### config.mk
export PLATFORM = sky130hd
export DESIGN_NAME = student_ss_analog_seq
export DESIGN_NICKNAME = d
export VERILOG_FILES = /design/src/rtl/student_ss_analog_seq.sv
export SDC_FILE = /design/constraint.sdc
export NUM_CORES = 1
export LEC_CHECK = 0
export ABC_AREA = 1
export CORE_MARGIN = 2
export CORE_UTILIZATION = 54
export DETAILED_ROUTE_END_ITERATION = 10
export PLACE_DENSITY = 0.81
export REMOVE_ABC_BUFFERS = 1
export SETUP_SLACK_MARGIN = 0.02
export SLEW_MARGIN = 20
export SYNTH_ARGS = -nofsm -noshare
export SYNTH_HDL_FRONTEND = slang
export SYNTH_SLANG_ARGS = --single-unit
### constraint.sdc
create_clock -name clk -period 1.8 [get_ports clk]
set_input_delay 0.45 -clock clk [delete_from_list [all_inputs] [get_ports clk]]
set_output_delay 0.45 -clock clk [all_outputs]
set_load 0.02 [all_outputs]
### src/rtl/student_ss_analog_seq.sv
// Break-before-make scan sequencer: walks the masked analog channels, opening every
// switch for a dead time before closing each one and handing it to the converter.
module student_ss_analog_seq #(
  parameter  int NUM_IO = 2,
  parameter  int CNT_W  = 8,
  localparam int CW     = (NUM_IO > 1) ? $clog2(NUM_IO) : 1
) (
  input  logic              clk,
  input  logic              reset,
  input  logic              start_i,
  input  logic              stop_i,
  input  logic              continuous_i,
  input  logic [NUM_IO-1:0] chan_mask_i,
  input  logic [CNT_W-1:0]  dead_cycles_i,
  input  logic [CNT_W-1:0]  settle_cycles_i,
  input  logic              conv_ack_i,
  output logic [NUM_IO-1:0] sw_en_o,
  output logic              conv_req_o,
  output logic [CW-1:0]     chan_o,
  output logic              busy_o,
  output logic              done_o
);

  typedef enum logic [1:0] {IDLE, DEAD, SETTLE, CONV} state_t;

  state_t            state, state_n;
  logic [NUM_IO-1:0] mask_q, mask_n;
  logic [CNT_W-1:0]  dead_q, dead_n, settle_q, settle_n, cnt, cnt_n;
  logic [CW-1:0]     chan_n;
  logic              done_n;
  logic              above_found;
  logic [CW-1:0]     above_idx;
  logic [NUM_IO-1:0] onehot_n;

  function automatic logic [CW-1:0] lowest_set(input logic [NUM_IO-1:0] m);
    lowest_set = '0;
    for (int i = NUM_IO - 1; i >= 0; i--)
      if (m[i]) lowest_set = CW'(i);
  endfunction

  // Lowest snapshot channel strictly above the current one; descending scan keeps the lowest hit.
  always_comb begin
    above_found = 1'b0;
    above_idx   = '0;
    for (int i = NUM_IO - 1; i >= 0; i--) begin
      if (mask_q[i] && (i > int'(chan_o))) begin
        above_found = 1'b1;
        above_idx   = CW'(i);
      end
    end
  end

  always_comb begin
    state_n  = state;
    cnt_n    = cnt;
    chan_n   = chan_o;
    mask_n   = mask_q;
    dead_n   = dead_q;
    settle_n = settle_q;
    done_n   = 1'b0;
    if (stop_i) begin
      state_n = IDLE;
    end else begin
      case (state)
        IDLE: begin
          if (start_i && (chan_mask_i != '0)) begin
            state_n  = DEAD;
            mask_n   = chan_mask_i;
            dead_n   = dead_cycles_i;
            settle_n = settle_cycles_i;
            chan_n   = lowest_set(chan_mask_i);
            cnt_n    = dead_cycles_i;
          end
        end
        DEAD: begin
          if (cnt == '0) begin
            state_n = SETTLE;
            cnt_n   = settle_q;
          end else begin
            cnt_n = cnt - CNT_W'(1);
          end
        end
        SETTLE: begin
          if (cnt == '0) state_n = CONV;
          else           cnt_n   = cnt - CNT_W'(1);
        end
        CONV: begin
          if (conv_ack_i) begin
            if (above_found) begin
              state_n = DEAD;
              chan_n  = above_idx;
              cnt_n   = dead_q;
            end else if (continuous_i) begin
              state_n = DEAD;
              chan_n  = lowest_set(mask_q);
              cnt_n   = dead_q;
            end else begin
              state_n = IDLE;
              done_n  = 1'b1;
            end
          end
        end
        default: state_n = IDLE;
      endcase
    end
  end

  assign onehot_n = NUM_IO'(1) << chan_n;

  // Outputs are decoded from the next state so the switch opens on the very edge that leaves CONV.
  always_ff @(posedge clk or posedge reset) begin
    if (reset) begin
      state      <= IDLE;
      cnt        <= '0;
      mask_q     <= '0;
      dead_q     <= '0;
      settle_q   <= '0;
      chan_o     <= '0;
      sw_en_o    <= '0;
      conv_req_o <= 1'b0;
      done_o     <= 1'b0;
    end else begin
      state      <= state_n;
      cnt        <= cnt_n;
      mask_q     <= mask_n;
      dead_q     <= dead_n;
      settle_q   <= settle_n;
      chan_o     <= chan_n;
      sw_en_o    <= ((state_n == SETTLE) || (state_n == CONV)) ? onehot_n : '0;
      conv_req_o <= (state_n == CONV);
      done_o     <= done_n;
    end
  end

  assign busy_o = (state != IDLE);

endmodule

======== Word level (Yosys, flattened, before mapping) ========
Index checks and enable logic that the tools add are counted.
storage, ports and cells
  register bits after elaboration ......... 33
  input bits .............................. 24
  output and inout port bits .............. 6
  logic and storage cells ................. 63
cells by class
  add/subtract/negate cells ............... 1
  $lt $le $gt $ge ......................... 1
  eq/ne operators ......................... 9
  shift operators ......................... 1
  multiplexer cells ....................... 32
  bitwise logic cells ..................... 1
  reductions and logical operators ........ 9
operators by type and width
  operator                                             number
  two-way mux 8 bit                                    6
  case mux 8 bit (4 select lines)                      1
  two-way mux 1 bit                                    17
  two-way mux 2 bit                                    6
  == test 2 bit, second input constant                 4
  logical NOT 8 bit                                    1
  case mux 2 bit (4 select lines)                      1
  subtractor 8 x 1 -> 8 bit, second input constant     1
  inequality test 2 bit, second input constant         3
  AND reduction 5 bit                                  1
  nonzero test 2 bit                                   2
  inequality test 3 bit, second input constant         1
  AND reduction 3 bit                                  1
  == test 2 x 1 -> 1 bit, second input constant        1
  logical AND 1 bit                                    2
  logical NOT 2 bit                                    1
  case mux 1 bit (2 select lines)                      1
  << shifter 1 x 1 -> 2 bit, first input constant      1
  greater-than comparator 1 bit, first input constant  1
  logical OR 1 bit                                     1
  inverter 1 bit                                       1

======== Longest topological paths before layout ========
Gate-level depths: netlist of run 1.
  word-level depth ........................ 10
  depth in mapped cells ................... 11
  mapped depth without buffers ............ 10

======== Least setup slack after synthesis of run 1 ========
OpenSTA, ideal clock, no wires.
  path type ............................... register -> output
  start ................................... reg state[0]
  end ..................................... out busy_o
  arrival ................................. 1130 ps
  data required time ...................... 1350 ps
  path slack .............................. 220 ps
  cell stages (with the launch flop) ...... 6
  buffers on the path ..................... 2
  cell sequence ........................... dfrtp_1 > inv_1 > ha_1 > buf_2 > inv_2 > buf_2
between the ends
  longest elaborated chain between the ends .. 1
ends and longest elaborated chain
  item                    line  text
  start, declared         26    state_t state, state_n;
  start signal, assigned  123   state <= state_n;
  nonzero test 2 bit      135   assign busy_o = (state != IDLE);
  end, declared           20    output logic busy_o,
No other way between the ends.

======== Worst setup path in the final report of run 1 ========
  start ................................... reg sw_en_o[0]
  end ..................................... out sw_en_o[0]
RTL lines
  item                    line  text
  start, declared         17    output logic [NUM_IO-1:0] sw_en_o,
  start signal, assigned  129   sw_en_o <= ((state_n == SETTLE) || (state_n == CONV)) ? onehot_n : '0;
No word-level cell between the ends.

==> out/metrics.csv, run 1 <==
metric;value;unit
Die Span Y;64.4;um
Die ar.;4140;um2
Async S/R FF share, synth;1.00;
routed len/inst;11.9;um
Clock Tree Buf Depth;2;
cell area after synthesis;1970;um2
core area;3420;um2
CP Depth;1;
syn_area_per_cell;8.16;um2
CP Class;register to primary output;
I/O pins;30;
crit path max fanout;1;
Leak;1.24;nW
dpl cells;325;
share of layout cells above drive strength 1;0.199;
post-route ant nets;0;
Rows;21;
Main synth FF type;dfrtp_1;
synth cell count leaders;nand2_1, dfrtp_1, nor2_1;
total negative slack;0;ns
Final Critical Period;1.73;ns
P&R area growth vs syn;23.3;%
Port Buffer Count;29;
CP cell instances;clkdlybuf4s50_1;
Slew headroom;0.719;
Util after Layout;0.710;
fmax;577;MHz
width of the die;64.4;um
clk_lat worst skew;0.34;ns
Int Power;2.19;mW
vias;1690;
cell area after layout;2420;um2
Clock Pin Slew Worst Setup and Hold Paths;0.10;ns
GRT Util Overall;0.212;
DP Wirelength;2960;um
Max IR drop VDD;1.00;mV
cell family with most CP delay;buffers and inverters;
Synth area leaders;dfrtp_1, nand2_1, mux2_2;
switch share;0.441;
register area share after synthesis;0.420;
Final Hold Vio Count;0;
Crit Reg-Reg Startpoint;state[1];
Worst Skew;0.00876;ns
worst hold path class;primary input to asynchronous set/reset pin;
NetSw;1.72;mW
Pre-Repair DR Iteration Count;4;
Max stage delay cell, worst path;clkdlybuf4s50_1;
multi-input combinational cell area;982;um2
Max Cap Viol;0;
Clock Tree Root;clkbuf_4;
clock sinks;33;
grt total ovfl;0;
Worst path max stage delay;0.60;ns
Placed Area;2380;um2
Cells after Synth;241;
most frequent cell after synthesis;nand2_1;
Flop pwr share;0.333;
final cell count without fillers;333;
drt initial violations;94;
CTS H-Tree Depth;2;
logic gate share of total power;0.565;
Yosys top cell area share;0.420;
Via density;5.08;
Crit path required time;1.35;ns
Power Total;3.91;mW
fin. max-slew vios;0;
clock network power share;0.102;
CTS tree;yes;
routability cong.;0.843;
Worst Path Arrival;1.28;ns
endpoints failing setup;0;
Seq cells post-synth;33;
FILL cells;289;
final period utilization;0.963;
largest net degree at the start of global routing;34;
Unique masters post-synth;24;
crit end category;primary output;
worst setup path startpoint;sw_en_o[0];
CTS buffer count;5;
biggest area consumer among synthesized cells;dfrtp_1;
NumNets Final;316;
Worst Tran Pin Value;0.422;ns
depth of the worst register-to-register path;10;
status;complete, no violations;
CTS Hold Bufs;0;
initial antenna violation count;0;
CP Launch Type;register;
Synth Warn #;0;
Crit path buffers/inverters;1;
first-pass GRT wire length;6790;um
vias in the first global route;1619;
FF+latch area;826;um2
Residual DRC;0;
PwrDens;1610;nW/um2
antenna diode count;0;
drt total wl;3950;um
Starting Density;0.576;
RSZ-0062 raised after global routing;yes;
EDFF count, synth;0;
[layout make-up]
cell class,instances,share of cell area
Multi-Input combinational cell,172,0.405
Clock inverter,2,0.00413
Sequential cell,33,0.341
Clock buffer,6,0.0170
Timing Repair Buffer,44,0.163
Tap cell,46,0.0237
Inverter,30,0.0464
[through the flow]
step           hold slack [ns]  setup WS [ns]
2_1_floorplan            0.465          0.132
3_5_place_dp             0.495        -0.0618
5_1_grt                  0.540         0.0106
3_3_place_gp             0.489        -0.0517
6_report                 0.492         0.0671
4_1_cts                  0.499         0.0165
[sequential cells by signal, indices dropped and copies added (netlist names)]
| name | count |
|---|---|
| sw_en_o | 2 |
| chan_o | 1 |
| dead_q | 8 |
| settle_q | 8 |
| done_o | 1 |
| cnt | 8 |
| mask_q | 2 |
| conv_req_o | 1 |
| state | 2 |
[cell usage in the layout, fill, tap and decap left out, drive strengths merged]
cell	count
a21oi	11
clkinv	2
nand3b	2
buf	16
nand3	16
or2	1
clkbuf	6
dlygate4sd2	2
dfrtp	33
nor3	4
o21ai	8
xor2	4
ha	6
clkdlybuf4s50	26
inv	30
nor2	34
mux2	17
nand2	69
[cells by family after synthesis]
family                     Yosys count  share of synthesized area
AOI/OAI and AO/OA                   19                     0.0503
xor gates and xnor gates             4                     0.0178
adders and majority gates            6                     0.0382
buffers and inverters               36                     0.0821
DFF                                 33                      0.420
muxes                               17                     0.0973
and+or+nand+nor                    126                      0.295
[power by group through the flow]
stage | logic, mW | registers, mW | clock network [mW]
floorplan | 1.55 | 1.31 | 0
global placement | 2.18 | 1.31 | 0
detailed placement | 2.23 | 1.32 | 0
CTS | 2.23 | 1.30 | 0.410
global route | 2.49 | 1.34 | 0.442
finish | 2.21 | 1.30 | 0.399
[per-layer routing]
metal / global-route usage / vias up / share of wire
li1: - / 841 / -
met1: 0.269 / 787 / 0.45
met5: 0 / - / 0
met4: 0.101 / 0 / 0.025
met3: 0.0511 / 14 / 0.049
met2: 0.341 / 48 / 0.47
[timing repair]
item,4_1_cts,5_1_grt
gates resized for setup,6,1
pin swaps,0,2
gates cloned,0,0
setup buffers,0,0
setup endpoints to repair,3,2
hold endpoints to repair,0,0
[path summary, 6_finish.rpt]
| path | to | slack (ns) |
|---|---|---|
| max | sw_en_o[0] | 0.07 |
| min | state[1] | 0.49 |
| max in group asynchronous | dead_q[1] | 1.01 |
| min reg2reg | cnt[5] | 0.52 |
| max reg2reg | cnt[2] | 0.16 |
| min in group clk | cnt[5] | 0.52 |
Note: power is estimated with default switching activity, not from simulation.
==> run 2: changes to the inputs <==
--- a/config.mk
+++ b/config.mk
@@ -9,6 +9,7 @@
 export CORE_MARGIN = 2
 export CORE_UTILIZATION = 54
 export DETAILED_ROUTE_END_ITERATION = 10
+export GPL_ROUTABILITY_DRIVEN = 0
 export PLACE_DENSITY = 0.81
 export REMOVE_ABC_BUFFERS = 1
 export SETUP_SLACK_MARGIN = 0.02
==> constraint.sdc (replaced) <==
create_clock -name clk -period 1.6 [get_ports clk]
set_input_delay 0.4 -clock clk [delete_from_list [all_inputs] [get_ports clk]]
set_output_delay 0.4 -clock clk [all_outputs]
set_load 0.02 [all_outputs]
==> run 2 against run 1 <==
Against the previous run: cell count rose by 3.0%; critical path type unchanged; routed wire length grew 20%; critical path depth is 3 higher; sequential share of layout area decreased by 2.8 points; design area up 9.1%; highest routed layer unchanged; clock skew is 0.0031 ns higher; clock power grew 16%; largest power group unchanged; sequential power is 14% higher; sequential cell count is the same; setup slack got worse by 0.060 ns; hold slack worse by 0.11 ns; utilization increased by 6.4 points.
==> out/metrics.csv, run 2 (synthesis gave the netlist of run 1 again) <==
metric;value;unit;change
P&R area growth vs syn;34.5;%;
Pre-Repair DR Iteration Count;4;;unchanged
first-pass GRT wire length;7650;um;+13%
PwrDens;1900;nW/um2;+17%
CP cell instances;inv_2, ha_4, inv_4, buf_6;;
endpoints failing setup;0;;unchanged
met3 usage;0.0722;;+0.0211
total negative slack;0;ns;unchanged
Int Power;2.81;mW;+28%
depth of the worst register-to-register path;9;;-1
Crit Reg-Reg Startpoint;state[1];;
fin. max-slew vios;0;;unchanged
CP Launch Type;register;;
Residual DRC;0;;unchanged
Final Hold Vio Count;0;;unchanged
Clock Tree Buf Depth;2;;unchanged
global route hottest layer;met2;;
crit end category;primary output;;
CTS H-Tree Depth;2;;unchanged
Via density;5.09;;+0.36%
Final Critical Period;1.59;ns;
drt total wl;4730;um;+20%
initial antenna violation count;0;;unchanged
CTS buffer count;5;;unchanged
Die Span Y;64.4;um;unchanged
grt total ovfl;0;;unchanged
Util after Layout;0.774;;+0.0645
routed len/inst;13.8;um;+16%
Clock Pin Slew Worst Setup and Hold Paths;0.11;ns;about the same
drt initial violations;114;;+21%
Worst path max stage delay;0.41;ns;-0.19 ns
Max stage delay cell, worst path;dfrtp_1;;
antenna diode count;0;;unchanged
post-route ant nets;0;;unchanged
final period utilization;0.996;;
width of the die;64.4;um;unchanged
worst hold path class;primary input to asynchronous set/reset pin;;
met2 Usage GRT;0.404;;+0.0625
largest net degree at the start of global routing;34;;unchanged
crit path max fanout;4;;+3
share of layout cells above drive strength 1;0.279;;+0.0809
biggest regs;cnt x8, dead_q x8, settle_q x8;;
Rows;21;;unchanged
vias;1747;;+3.4%
Port Buffer Count;29;;unchanged
Flop pwr share;0.296;;-0.037
FF+latch area;826;um2;unchanged
logic gate share of total power;0.612;;+0.047
core area;3420;um2;unchanged
Crit path required time;1.20;ns;-0.15 ns
dpl ws;-0.234;ns;-0.172 ns
Leak;1.33;nW;+6.9%
Die ar.;4140;um2;unchanged
RSZ-0062 raised after global routing;yes;;
I/O pins;30;;unchanged
Worst Path Arrival;1.19;ns;-0.09 ns
CTS tree;yes;;
FILL cells;245;;-15%
vias in the first global route;1736;;+7.2%
CTS Hold Bufs;0;;unchanged
Max Cap Viol;0;;unchanged
switch share;0.440;;-0.000484
fmax;628;MHz;
final cell count without fillers;343;;+3.0%
multi-input combinational cell area;1080;um2;+9.7%
clk_lat worst skew;0.36;ns;+0.02 ns
Max IR drop VDD;1.01;mV;+1.2%
NumNets Final;326;;+3.2%
post-route setup slack;0.00693;ns;-0.0602 ns
Power Total;5.01;mW;+28%
clock network power share;0.092;;-0.010
dpl cells;327;;+0.62%
Starting Density;0.576;;unchanged
clock sinks;33;;unchanged
commonest non-fill, non-tap cells in the layout;nand2_1, dfrtp_1, inv_1;;
GR Util met1;0.300;;+0.0311
Worst Skew;0.0119;ns;+0.00312 ns
CP Class;register to primary output;;
Slew headroom;0.795;;+0.0761
DP Wirelength;3090;um;+4.4%
NetSw;2.21;mW;+28%
status;complete, no violations;;
GRT Util Overall;0.245;;+0.0323
Worst Tran Pin Value;0.308;ns;-0.114 ns
worst setup path startpoint;state[1];;
commonest non-fill, non-tap cell in the layout;nand2_1;;
Clock Tree Root;clkbuf_4;;
==> run 2: worst paths after layout <==
path                              endpoint  slack (ns)
worst max-delay path                busy_o       0.007
worst min-delay path                cnt[2]        0.38
worst max register to register  conv_req_o       0.007
worst min register to register   mask_q[0]        0.52
max in group asynchronous           done_o        1.04
min in group clk                 mask_q[0]        0.52
==> run 2: metrics by stage <==
stage,hold WS (ns),cell area [um2]
4_1_cts,0.387,2510
3_5_place_dp,0.492,2410
5_1_grt,0.385,2650
3_3_place_gp,0.489,2410
2_1_floorplan,0.465,1920
6_report,0.378,2650
==> run 2: area by class of cell <==
cell class | instances | area share
Multi-Input combinational cell | 173 | 0.407
Sequential cell | 33 | 0.312
Timing Repair Buffer | 53 | 0.196
Inverter | 30 | 0.0435
Tap cell | 46 | 0.0218
Clock buffer | 6 | 0.0156
Clock inverter | 2 | 0.00378
==> run 2: power by group through the flow <==
stage                     Sequential [mW]  Combinational, mW  Clock [mW]
after floorplan                      1.47               1.74           0
after global placement               1.47               2.52           0
after detailed placement             1.49               2.60           0
after CTS                            1.48               2.69       0.463
after global routing                 1.52               3.40       0.513
final                                1.48               3.07       0.461
==> run 2: per-layer routing <==
layer / share of wire / up-vias
met1: 0.43 / 826
met3: 0.042 / 8
met5: 0 / -
li1: - / 872
met4: 0.018 / 0
met2: 0.51 / 41
==> run 2: timing repair <==
action / CTS / global route
pin swaps: 3 / 8
resized for setup: 16 / 23
setup buffers: 2 / 5
setup endpoints to repair: 34 / 31
gates cloned: 1 / 0
==> run 2: critical path: cells and delay by family, from the launching register on <==
kind | cells | cell delay, ns
fa+ha+maj | 1 | 0.18
flops | 1 | 0.41
buf+inv | 3 | 0.26
==> run 3: changes to the inputs <==
--- a/config.mk
+++ b/config.mk
@@ -5,12 +5,11 @@
 export SDC_FILE = /design/constraint.sdc
 export NUM_CORES = 1
 export LEC_CHECK = 0
-export ABC_AREA = 1
 export CORE_MARGIN = 2
-export CORE_UTILIZATION = 54
+export CORE_UTILIZATION = 53
 export DETAILED_ROUTE_END_ITERATION = 10
 export GPL_ROUTABILITY_DRIVEN = 0
-export PLACE_DENSITY = 0.81
+export PLACE_DENSITY = 0.8
 export REMOVE_ABC_BUFFERS = 1
 export SETUP_SLACK_MARGIN = 0.02
 export SLEW_MARGIN = 20
==> constraint.sdc (replaced) <==
create_clock -name clk -period 1.5 [get_ports clk]
set_input_delay 0.375 -clock clk [delete_from_list [all_inputs] [get_ports clk]]
set_output_delay 0.375 -clock clk [all_outputs]
set_load 0.02 [all_outputs]
==> run 3 against run 2 <==
Against the previous run: hold slack worse by 0.043 ns; sequential share of layout area is 2.1 points lower; routed wire length grew 42%; combinational power shrank 49%; setup slack worse by 0.69 ns; clock power is 59% higher; the flow now finishes with violations (negative setup slack); die area down 4.9%; area after synthesis is 7.0% lower; largest power group unchanged; via count up 13%.
==> out/metrics.csv, run 3 <==
metric;value;unit;change
RSZ-0062 raised after global routing;yes;;
Worst Path Arrival;2.43;ns;+1.24 ns
worst hold path class;primary input to asynchronous set/reset pin;;
Final Hold Vio Count;0;;unchanged
status;finished with violations;;
vias;1967;;+13%
NetSw;1.24;mW;-44%
post-route ant nets;0;;unchanged
Yosys top cell area share;0.451;;+0.0316
Clock Pin Slew Worst Setup and Hold Paths;0.11;ns;about the same
Starting Density;0.548;;-0.0276
Pre-Repair DR Iteration Count;5;;+1
Unique masters post-synth;45;;+88%
CP Launch Type;register;;
CTS buffer count;5;;unchanged
total negative slack;-12.22;ns;-12.22 ns
dpl cells;279;;-15%
drt total wl;6730;um;+42%
Synth Area in Compound Gates;0.203;;+0.153
Die ar.;3940;um2;-4.9%
Rows;21;;unchanged
DP Wirelength;3470;um;+13%
GRT Util Overall;0.314;;+0.0688
Die Span Y;62.8;um;-2.5%
vias in the first global route;1898;;+9.3%
CP most frequent cell;buf_6;;
first-pass GRT wire length;9470;um;+24%
commonest non-fill, non-tap cell in the layout;buf_4;;
crit end category;register;;
multiplexer share of the synthesized area;0.117;;+0.0196
Crit path buffers/inverters;4;;+1
Synth Warn #;0;;unchanged
cell family with most CP delay;simple AND/OR/NAND/NOR gates;;
Adder-Cell Fraction of Synth Area;0.0410;;+0.00287
NumNets Final;283;;-13%
endpoints failing setup;33;;+33
final period utilization;1.45;;
clock network power share;0.203;;+0.111
Max IR drop VDD;0.812;mV;-20%
FILL cells;174;;-29%
Port Buffer Count;29;;unchanged
post-route setup slack;-0.678;ns;-0.685 ns
Residual DRC;0;;unchanged
clk_lat worst skew;0.37;ns;about the same
Worst Skew;0.00808;ns;-0.00380 ns
core area;3340;um2;-2.3%
Clock Tree Buf Depth;2;;unchanged
Main synth FF type;dfrtp_1;;
syn_area_per_cell;10.7;um2;+31%
Max stage delay cell, worst path;or4b_4;;
CP Class;register to register;;
Synth area leaders;dfrtp_1, mux2_2, ha_1;;
XOR/XNOR Fraction of Synth Area;0.00958;;-0.00824
commonest non-fill, non-tap cells in the layout;buf_4, dfrtp_1, clkdlybuf4s50_1;;
Worst path max stage delay;0.49;ns;+0.08 ns
Int Power;2.37;mW;-15%
final cell count without fillers;300;;-13%
P&R area growth vs syn;55.3;%;
share of layout cells above drive strength 1;0.417;;+0.138
PwrDens;1270;nW/um2;-33%
CTS tree;yes;;
Worst Tran Pin Value;0.368;ns;+0.0600 ns
logic gate share of total power;0.436;;-0.176
I/O pins;30;;unchanged
synth cell count leaders;dfrtp_1, mux2_2, o21ai_0;;
CTS H-Tree Depth;2;;unchanged
antenna diode count;0;;unchanged
routed len/inst;22.4;um;+63%
biggest regs;cnt x8, dead_q x8, settle_q x8;;
largest net degree at the start of global routing;34;;unchanged
cell area after synthesis;1830;um2;-7.0%
fin. max-slew vios;0;;unchanged
width of the die;62.8;um;-2.5%
largest family of logic cells by synthesized area;compound AO/OA/AOI/OAI gates;;
drt initial violations;242;;+110%
most frequent cell after synthesis;dfrtp_1;;
Slew headroom;0.753;;-0.0418
Crit path required time;1.75;ns;+0.55 ns
grt total ovfl;0;;unchanged
initial antenna violation count;0;;unchanged
clock sinks;33;;unchanged
Flop pwr share;0.361;;+0.065
fmax;459;MHz;
CTS Hold Bufs;0;;unchanged
register area share after synthesis;0.451;;+0.0316
Cells after Synth;171;;-29%
CP cell instances;inv_2, ha_4, or4b_4, buf_6, nor2_4, buf_6, a2111o_1, buf_4, o31ai_2;;
Clock Tree Root;clkbuf_4;;
Leak;1.33;nW;+0.14%
EDFF count, synth;0;;unchanged
crit path max fanout;6;;+2
Seq cells post-synth;33;;unchanged
Via density;6.56;;+29%
simple-gate portion of the synthesized area;0.133;;-0.162
biggest area consumer among synthesized cells;dfrtp_1;;
Async S/R FF share, synth;1.00;;unchanged
switch share;0.343;;-0.0972
Final Critical Period;2.18;ns;
Max Cap Viol;0;;unchanged
violated checks;negative setup slack;;
[run 3: logic make-up after synthesis]
group                      count (synthesis)
and+or+nand+nor                           46
adders and majority gates                  6
DFF                                       33
buffers and inverters                     17
AOI/OAI and AO/OA                         48
muxes                                     19
xor gates and xnor gates                   2
[run 3: path summary, 6_finish.rpt]
| path | start | end | slack, ns | depth (start not counted) |
|---|---|---|---|---|
| setup / recovery | cnt[0] | cnt[3] | -0.68 | 9 |
| hold / removal | reset | done_o | 0.34 | 3 |
| setup reg to reg | cnt[0] | cnt[3] | -0.68 | 9 |
| hold reg to reg | dead_q[0] | dead_q[0] | 0.53 | 1 |
| max in group asynchronous | reset | state[0] | 0.98 | 3 |
| min in group clk | chan_mask_i[1] | mask_q[1] | 0.51 | 3 |
[run 3: worst register-to-register path, cell delays in order, from the launching register on]
cell	delay [ns]
dfrtp_1	0.41
inv_2	0.09
ha_4	0.12
or4b_4	0.49
buf_6	0.16
nor2_4	0.12
buf_6	0.13
a2111o_1	0.30
buf_4	0.19
o31ai_2	0.06
[run 3: metrics by stage]
stage          setup slack (ns)  total power [mW]  hold slack, ns   util  instance area, um2
2_1_floorplan             -1.17              1.83           0.445      -                1790
3_3_place_gp             -0.669              2.34           0.495  0.732                2440
3_5_place_dp             -0.800              2.41           0.506  0.732                2440
4_1_cts                  -0.584              3.32           0.361  0.818                2730
5_1_grt                  -0.745              3.73           0.365  0.852                2840
6_report                 -0.678              3.61           0.335  0.852                2840
[run 3: layer usage]
metal	up-vias	wire length (um)	global-route usage	share of wire
met3	54	638	0.0883	0.095
li1	805	-	-	-
met1	930	2470	0.364	0.37
met4	0	483	0.150	0.072
met2	178	3140	0.534	0.47
met5	-	0	0	0
[run 3: final cells by class]
| class | count | area, um2 | area share |
|---|---|---|---|
| clock buffer | 7 | 55.1 | 0.0194 |
| tap | 46 | 57.6 | 0.0203 |
| clock inverter | 1 | 30.0 | 0.0106 |
| multi-input combinational | 121 | 1080 | 0.380 |
| timing repair buffer | 81 | 742 | 0.261 |
| sequential | 33 | 827 | 0.291 |
| inverter | 11 | 48.8 | 0.0172 |
[run 3: power by group through the flow]
stage                     Sequential [mW]  Combinational, mW  Clock [mW]
after floorplan                      1.25              0.587           0
after global placement               1.25               1.09           0
after detailed placement             1.26               1.15           0
after CTS                            1.26               1.35       0.714
after global routing                 1.31               1.64       0.775
final                                1.30               1.58       0.732
[run 3: repair_timing]
| action | 4_1_cts | 5_1_grt |
|---|---|---|
| resized for setup | 60 | 19 |
| gates cloned | 1 | 1 |
| pin swaps | 10 | 6 |
| endpoints found under the setup margin | 38 | 34 |
| buffers inserted | 7 | 5 |
